<file path="config.mk">
export PLATFORM = sky130hd
export DESIGN_NAME = btn_event_arbiter
export DESIGN_NICKNAME = d
export VERILOG_FILES = /design/src/rtl/btn_arb_pkg.sv /design/src/rtl/btn_event_arbiter_rr_pick.sv /design/src/rtl/btn_event_arbiter.sv
export SDC_FILE = /design/constraint.sdc
export NUM_CORES = 1
export LEC_CHECK = 0
export BUFFER_PORTS_ARGS = -buffer_cell sky130_fd_sc_hd__buf_2
export CAP_MARGIN = 15
export CORE_MARGIN = 8
export CORE_UTILIZATION = 42
export CTS_BUF_LIST = sky130_fd_sc_hd__clkbuf_4
export DETAILED_ROUTE_END_ITERATION = 16
export MAX_ROUTING_LAYER = met4
export PLACE_DENSITY = 0.65
export SLEW_MARGIN = 10
export SYNTH_ARGS = -nofsm -noshare
export SYNTH_HDL_FRONTEND = slang
export SYNTH_SLANG_ARGS = --single-unit
export TNS_END_PERCENT = 5
</file>
<file path="constraint.sdc">
create_clock -name clk_i -period 2.4 [get_ports clk_i]
set_input_delay 0 -clock clk_i [delete_from_list [all_inputs] [get_ports clk_i]]
set_output_delay 0 -clock clk_i [all_outputs]
set_load 0.02 [all_outputs]
</file>
<file path="src/rtl/btn_arb_pkg.sv">
// Shared types and limits for the button event arbiter.
package btn_arb_pkg;

   // Largest number of button channels the arbiter is meant to serve.
   localparam int N_BTN_MAX = 16;

   // IDLE: nothing offered. OFFER: evt_id_o is valid and held until accepted.
   typedef enum logic {
      IDLE  = 1'b0,
      OFFER = 1'b1
   } arb_state_t;

endpackage : btn_arb_pkg

</file>
<file path="src/rtl/btn_event_arbiter_rr_pick.sv">
// Rotating-priority finder: returns the first set request at or above
// 'start_i', wrapping from N_BTN-1 back to 0. Purely combinational.
module rr_pick #(
   parameter int N_BTN = 4,
   localparam int ID_W = $clog2(N_BTN)
) (
   input  logic [N_BTN-1:0] req_i,
   input  logic [ID_W-1:0]  start_i,
   output logic             any_o,
   output logic [ID_W-1:0]  idx_o
);

   // Walk the channels in rotated order and keep the first hit.
   always_comb begin
      any_o = 1'b0;
      idx_o = '0;
      for (int unsigned i = 0; i < N_BTN; i++) begin
         int unsigned pos;
         pos = (int'(start_i) + i) % N_BTN;
         if (!any_o && req_i[pos]) begin
            any_o = 1'b1;
            idx_o = ID_W'(pos);
         end
      end
   end

endmodule : rr_pick

</file>
<file path="src/rtl/btn_event_arbiter.sv">
// Latches per-button press pulses as pending events and serializes them,
// round-robin, onto one valid/ready event port. Repeated presses on a
// channel that is still pending or on offer are dropped and flagged.
//
// Handshake: an event transfers on every rising edge where evt_valid_o and
// evt_ready_i are both high; evt_id_o is held stable while evt_valid_o is
// high and not yet accepted.
module btn_event_arbiter
   import btn_arb_pkg::*;
#(
   parameter int N_BTN = 4,
   localparam int ID_W = $clog2(N_BTN)
) (
   input  logic             clk_i,
   input  logic             rst_i,
   input  logic [N_BTN-1:0] pulse_i,
   output logic             evt_valid_o,
   output logic [ID_W-1:0]  evt_id_o,
   input  logic             evt_ready_i,
   output logic [N_BTN-1:0] overrun_o,
   input  logic             clr_overrun_i
);

   arb_state_t       state_q, state_d;
   logic [N_BTN-1:0] pending_q, pending_d;
   logic [ID_W-1:0]  rr_ptr_q, rr_ptr_d;
   logic [ID_W-1:0]  id_q, id_d;
   logic [N_BTN-1:0] overrun_q, overrun_d;

   logic             hs;
   logic [ID_W-1:0]  ptr_next;
   logic [N_BTN-1:0] id_oh;
   logic [N_BTN-1:0] pick_oh;
   logic [N_BTN-1:0] clr_mask;
   logic [N_BTN-1:0] hold_mask;
   logic [N_BTN-1:0] cand;
   logic [N_BTN-1:0] ovr_set;
   logic [ID_W-1:0]  pick_start;
   logic             pick_any;
   logic [ID_W-1:0]  pick_idx;

   assign hs = (state_q == OFFER) && evt_ready_i;

   // Pointer just past the offered channel, with wrap at N_BTN-1.
   always_comb begin
      if (id_q == ID_W'(N_BTN - 1)) ptr_next = '0;
      else                          ptr_next = id_q + ID_W'(1);
   end

   // One-hot decodes of the offered id and of the arbitration winner.
   always_comb begin
      id_oh             = '0;
      id_oh[id_q]       = 1'b1;
      pick_oh           = '0;
      pick_oh[pick_idx] = 1'b1;
   end

   // Candidate set: the accepted channel leaves, a channel still on offer
   // cannot re-enter, and a pulse on a busy channel becomes an overrun.
   always_comb begin
      clr_mask  = hs ? id_oh : '0;
      hold_mask = ((state_q == OFFER) && !evt_ready_i) ? id_oh : '0;
      cand      = (pending_q & ~clr_mask) | (pulse_i & ~hold_mask);
      ovr_set   = pulse_i & (pending_q | hold_mask);
      overrun_d = (overrun_q & ~{N_BTN{clr_overrun_i}}) | ovr_set;
   end

   // After an accept, search resumes just past the accepted channel.
   assign pick_start = hs ? ptr_next : rr_ptr_q;

   rr_pick #(.N_BTN(N_BTN)) u_pick (
      .req_i   (cand),
      .start_i (pick_start),
      .any_o   (pick_any),
      .idx_o   (pick_idx)
   );

   // Next-state logic: load a winner when idle or right after an accept.
   always_comb begin
      state_d   = state_q;
      id_d      = id_q;
      rr_ptr_d  = rr_ptr_q;
      pending_d = cand;
      case (state_q)
         IDLE: begin
            if (pick_any) begin
               state_d   = OFFER;
               id_d      = pick_idx;
               pending_d = cand & ~pick_oh;
            end
         end
         OFFER: begin
            if (hs) begin
               rr_ptr_d = ptr_next;
               if (pick_any) begin
                  id_d      = pick_idx;
                  pending_d = cand & ~pick_oh;
               end else begin
                  state_d = IDLE;
               end
            end
         end
         default: state_d = IDLE;
      endcase
   end

   // State registers; reset discards the offer and all pending events.
   always_ff @(posedge clk_i) begin
      if (rst_i) begin
         state_q   <= IDLE;
         pending_q <= '0;
         rr_ptr_q  <= '0;
         id_q      <= '0;
         overrun_q <= '0;
      end else begin
         state_q   <= state_d;
         pending_q <= pending_d;
         rr_ptr_q  <= rr_ptr_d;
         id_q      <= id_d;
         overrun_q <= overrun_d;
      end
   end

   assign evt_valid_o = (state_q == OFFER);
   assign evt_id_o    = id_q;
   assign overrun_o   = overrun_q;

endmodule : btn_event_arbiter

</file>
======== Word level (Yosys, flattened, before mapping) ========
Cells that the tools add are included.
cells by class
  $add $sub $neg .......................... 4
  magnitude comparators ................... 8
  eq/ne operators ......................... 2
  muxes and demuxes ....................... 33
  bitwise operators ....................... 13
  reduce and logical (&&, ||, !) cells .... 11
operator list
  operator             number
  $and 4x4->4          5
  $lt 2x3->1 const B   6
  $mux 2               8
  $mux 4               4
  $not 4->4            4
  $mux 1               12
  $or 4x4->4           3
  $bmux 1 s2           4
  $pmux 4 s2           1
  $logic_and 1x1->1    7
  $add 2x1->2 const B  2
  $add 2x2->2 const B  2
  $demux 1 s2          2
  $ge 2x1->1 const B   2
  $logic_not 1->1      4
  $pmux 2 s2           1
  $eq 2x2->1 const B   1
  $ne 2x1->1 const B   1
  $pmux 1 s2           1
  $not 1->1            1
storage, ports and cells
  register bits after elaboration ......... 13
  output and inout bits ................... 7

======== Longest topological paths before layout ========
  depth in word-level cells ............... 29
  mapped depth ............................ 9
  gate-level depth less buffers ........... 9

======== By module ========
Synthesis repeated with hierarchy kept, for this count alone.
unflattened totals
  cell total of the unflattened synthesis .. 87
  area total of the unflattened synthesis .. 744.5 um^2
by module, submodules not included
  module             times used  cells an instance  area each (um^2)  seq. area each (um^2)
  btn_event_arbiter  1           72                 666.9             260.2
  rr_pick            1           15                 77.6              0.0

======== Worst setup path after synthesis ========
No wires, ideal clock.
  kind .................................... reg-to-reg
  from .................................... register id_q[0] (netlist: evt_id_o[0])
  to ...................................... register pending_q[1]
  arrival time ............................ 2435 ps
  required time ........................... 2280 ps
  setup slack ............................. -154 ps
  cell stages (with the launch flop) ...... 10
  buffers on the path ..................... 0
  cells stage by stage .................... dfxtp_1 -> inv_1 -> ha_1 -> and3_1 -> nor2_1 -> xnor2_1 -> mux2_2 -> nand2_1 -> a311o_1 -> o31a_1
between the ends
  longest elaborated chain between the ends .. 29
RTL lines
  what                                                                   line                                              text
  start: declaration                                                     btn_event_arbiter.sv:27                           logic [ID_W-1:0] id_q, id_d;
  start signal: assignment                                               btn_event_arbiter.sv:119                          id_q <= id_d;
  $lt 2x3->1 (not written as such) / $ge 2x1->1 (equally long branches)  btn_event_arbiter.sv:53                           id_oh[id_q] = 1'b1;
  $logic_and 1x1->1 (not written as such)                                btn_event_arbiter.sv:53
  $mux 1 (not written as such)                                           btn_event_arbiter.sv:53
  $demux 1 s2                                                            btn_event_arbiter.sv:53
  $mux 4 (on tied branches)                                              btn_event_arbiter.sv:61, btn_event_arbiter.sv:62
  $not 4->4                                                              btn_event_arbiter.sv:63                           cand = (pending_q & ~clr_mask) | (pulse_i & ~hold_mask);
  $and 4x4->4                                                            btn_event_arbiter.sv:63
  $or 4x4->4                                                             btn_event_arbiter.sv:63
  [13 not listed]                                                        --
  $logic_and 1x1->1 (not written as such)                                btn_event_arbiter.sv:55                           pick_oh[pick_idx] = 1'b1;
  $mux 1 (not written as such)                                           btn_event_arbiter.sv:55
  $demux 1 s2                                                            btn_event_arbiter.sv:55
  $not 4->4                                                              btn_event_arbiter.sv:89, btn_event_arbiter.sv:97
  $and 4x4->4                                                            btn_event_arbiter.sv:89, btn_event_arbiter.sv:97
  $mux 4                                                                 btn_event_arbiter.sv:86, btn_event_arbiter.sv:95
  $mux 4                                                                 btn_event_arbiter.sv:93                           if (hs) begin
  $pmux 4 s2 *                                                           btn_event_arbiter.sv:84                           case (state_q)
  end signal: assignment                                                 btn_event_arbiter.sv:117                          pending_q <= pending_d;
  end: declaration                                                       btn_event_arbiter.sv:25                           logic [N_BTN-1:0] pending_q, pending_d;
Mark *: on every way between the ends. The rest lies on a longest branch, timed or not. The select of a mux whose other input is x is not followed.
A chain may end at the register's enable or synchronous reset.

======== Worst setup path in the final report ========
Ends and elaborated chain as after synthesis.

==> flow_summary_export.csv <==
group,metric,value,unit
outcome,status,"finished clean",
worst_setup_path,cp_cell_sequence,"ha_1 -> and4bb_2 -> nor2_2 -> xnor2_2 -> mux2_2 -> nand2_1 -> a311o_2 -> o31a_1",
layout,drive_gt1_frac,0.460,
worst_setup_path,cp-end-kind,"flop",
sta,fin_crit,2.33,ns
die,io_pins,15,
cts,clkLatencyLatePin,0.28,ns
die,die_area,4290,µm²
placed_design,place_worst_setup_slack,-0.0522,ns
cts,numCtsBuffers,3,
cts,clkTransAtPathRegs,0.09,ns
power,vdd_ir_drop_max,600,µV
drt,avgViaCountPerCell,6.00,
sta,min_period_over_period,0.973,
grt,gr-total-overflow,0,
power,total_power,1.54,mW
cts,cts_tree,"built",
layout,final_common_cell,"buf_4",
worst_setup_path,r2r-start,"evt_id_o[0]",
yosys,ys.flop_type,"dfxtp_1",
power,p_leak,0.629,nW
yosys,ys_types,50,
min_path,worstHoldEndpoint,"overrun_o[3]",
layout,final_cell_mix,"20 x buf_4, 14 x buf_2, 11 x nor2_1, 11 x dfxtp_1, 9 x nand2_1",
yosys,synthArstFlopShare,0,
layout,syn_to_final_growth,40.9,%
flow_run,maxCapViolations,0,
placed_design,portBuffers,14,
yosys,seq_area_frac_synth,0.253,
grt,antenna_found_initial,0,
sta,report.final.hold_viol_count,0,
power,power_density,1060,nW/µm²
sta,setup_violations,0,
yosys,synth-edff-count,0,
yosys,synthesis.nets,135,
sta,maxSlewViolCount,0,
worst_setup_path,path_max_fanout,5,
drt,routed_wl,3.22,mm
cts,cts.sinks,13,
drt,drtAntennaViolNets,0,
placed_design,hpwlAfterDp,2.33,mm
cts,cts-root-buf,"clkbuf_4",
sta,maxSlewHeadroom,0.694,
worst_setup_path,regToRegSetupSlack,0.07,ns
min_path,hold_class,"in -> reg",
yosys,yosysWarnings,0,
worst_setup_path,critPathMaxStageDelay,0.45,ns
layout,n_antenna_cell,0,
cts,clk_path_buf_depth,2,
worst_setup_path,criticalPathCategory,"reg -> reg",
die,initial_core_util,0.431,
grt,grt_first_pass_wirelength,5.06,mm
yosys,ys_ff_latch,13,
worst_setup_path,cpMaxStageDelayCell,"a311o_2",
yosys,syn_area,1030,µm²
sta,setup_slack,0.0654,ns
drt,vias,1146,
grt,grt_pass1_vias,1129,
drt,route.detailed.drc,0,
worst_setup_path,timing.critical_path.buf_inv,0,
grt,grt_max_degree,18,
layout,finalNetCount,175,
drt,drtIter0Drc,72,
sta,final.setup_skew,0.00274,ns
sta,fmaxAchievable,428,MHz
die,die_w,65.5,µm
die,die_h,65.5,µm
drt,drt_pass1_iterations,4,
worst_setup_path,worstPathRequired,2.57,ns
grt,track_usage,0.151,
placed_design,gp_congestion,0.908,
yosys,syn_avg_cell_area,8.43,µm²
min_path,hold-path-cell-count,3,
cts,htree_levels,1,
worst_setup_path,cp.arrival,2.51,ns
worst_setup_path,r2r.worst_path.cells,8,
worst_setup_path,r2r_end,"pending_q[1]",
min_path,min_from,"pulse_i[3]",
sta,worstMarginPinSlew,0.456,ns
die,rows,18,
yosys,synth_cells,122,
drt,wl_per_cell,16.8,µm
worst_setup_path,start_kind,"flop",
sta,whs,0.0265,ns
worst_setup_path,critPathTopFamily,"compound AO/OA/AOI/OAI gates",
die,fp.coreArea,2390,µm²
## state kept, by name, indices dropped and copies added (netlist names)
signal and count:
evt_id_o 2, overrun_o 4, evt_valid_o 1, pending_q 4
rr_ptr_q 2
## layer usage
metal | vias to the layer above | GRT usage | routed length, µm
met3 | 6 | 0.0391 | 179
met5 | - | - | 0
met2 | 53 | 0.242 | 1570
met1 | 534 | 0.182 | 1420
li1 | 553 | - | -
met4 | 0 | 0.0381 | 41
## cell type report
| type | count | area, µm² |
|---|---|---|
| inverter | 3 | 11.3 |
| tap | 30 | 37.5 |
| sequential | 13 | 268 |
| clock buffer | 3 | 22.5 |
| fill | 224 | 938 |
| clock inverter | 1 | 5.00 |
| timing repair buffer | 38 | 270 |
| multi-input combinational | 103 | 835 |
## synth_stat cells, types with 2 or more instances
cell type,count,area [µm²]
and3_1,2,12.5
inv_1,3,11.3
mux2i_1,2,20.0
a21bo_2,2,20.0
o22ai_1,2,12.5
a21o_1,3,22.5
o22a_1,2,17.5
o21ai_0,3,15.0
nand3_1,4,20.0
a311o_1,2,20.0
nor2_1,13,48.8
a21oi_1,6,30.0
dfxtp_1,13,260
ha_1,5,62.6
or2_2,2,12.5
nand2_1,10,37.5
a31oi_1,2,12.5
a31o_2,3,26.3
and4bb_2,2,25.0
nor3_1,2,10.0
a211oi_1,4,30.0
nor2b_1,4,25.0
mux2_2,4,45.0
## cells by family after synthesis
family / after synthesis / share of synthesized area
AOI/OAI and AO/OA: 46 / 0.358
xor gates and xnor gates: 1 / 0.00852
adders and majority gates: 5 / 0.0608
buffers and inverters: 6 / 0.0268
DFF: 13 / 0.253
muxes: 6 / 0.0633
and+or+nand+nor: 45 / 0.230
## how the worst max path moves through the flow
stage	end	slack, ns	start	depth (start not counted)
after floorplan	pending_q[1]	0.05	evt_id_o[0]	9
final	pending_q[1]	0.07	evt_id_o[0]	8
after global routing	pending_q[1]	-0.03	evt_valid_o	8
after detailed placement	pending_q[0]	-0.05	evt_id_o[0]	9
after CTS	pending_q[1]	0.03	evt_id_o[0]	9
after global placement	pending_q[0]	0.05	evt_id_o[0]	9
## tightest hold or removal path, stage by stage
cell	delay [ns]
buf_2	0.13
a21oi_1	0.07
nor2_1	0.07
## where the power goes
part           switching [mW]  leakage (nW)  internal, mW
Clock                  0.0791        0.0177        0.0619
Sequential             0.0576         0.109         0.283
Combinational           0.539         0.503         0.514
## through the flow
step / TNS, ns / util / area (µm²) / instances
floorplan: 0 / - / 1030 / 122
global placement: 0 / 0.533 / 1270 / 181
detailed placement: -0.138 / 0.533 / 1270 / 181
CTS: 0 / 0.566 / 1350 / 188
global route: -0.0580 / 0.607 / 1450 / 191
finish: 0 / 0.607 / 1450 / 191
## timing repair
item,in CTS,in global routing
hold endpoints to repair,3,0
setup buffers,0,3
resized for setup,6,17
hold buffers,3,0
endpoints found under the setup margin,4,6
pin swaps,1,9
Power figures use the tool's default switching activity.
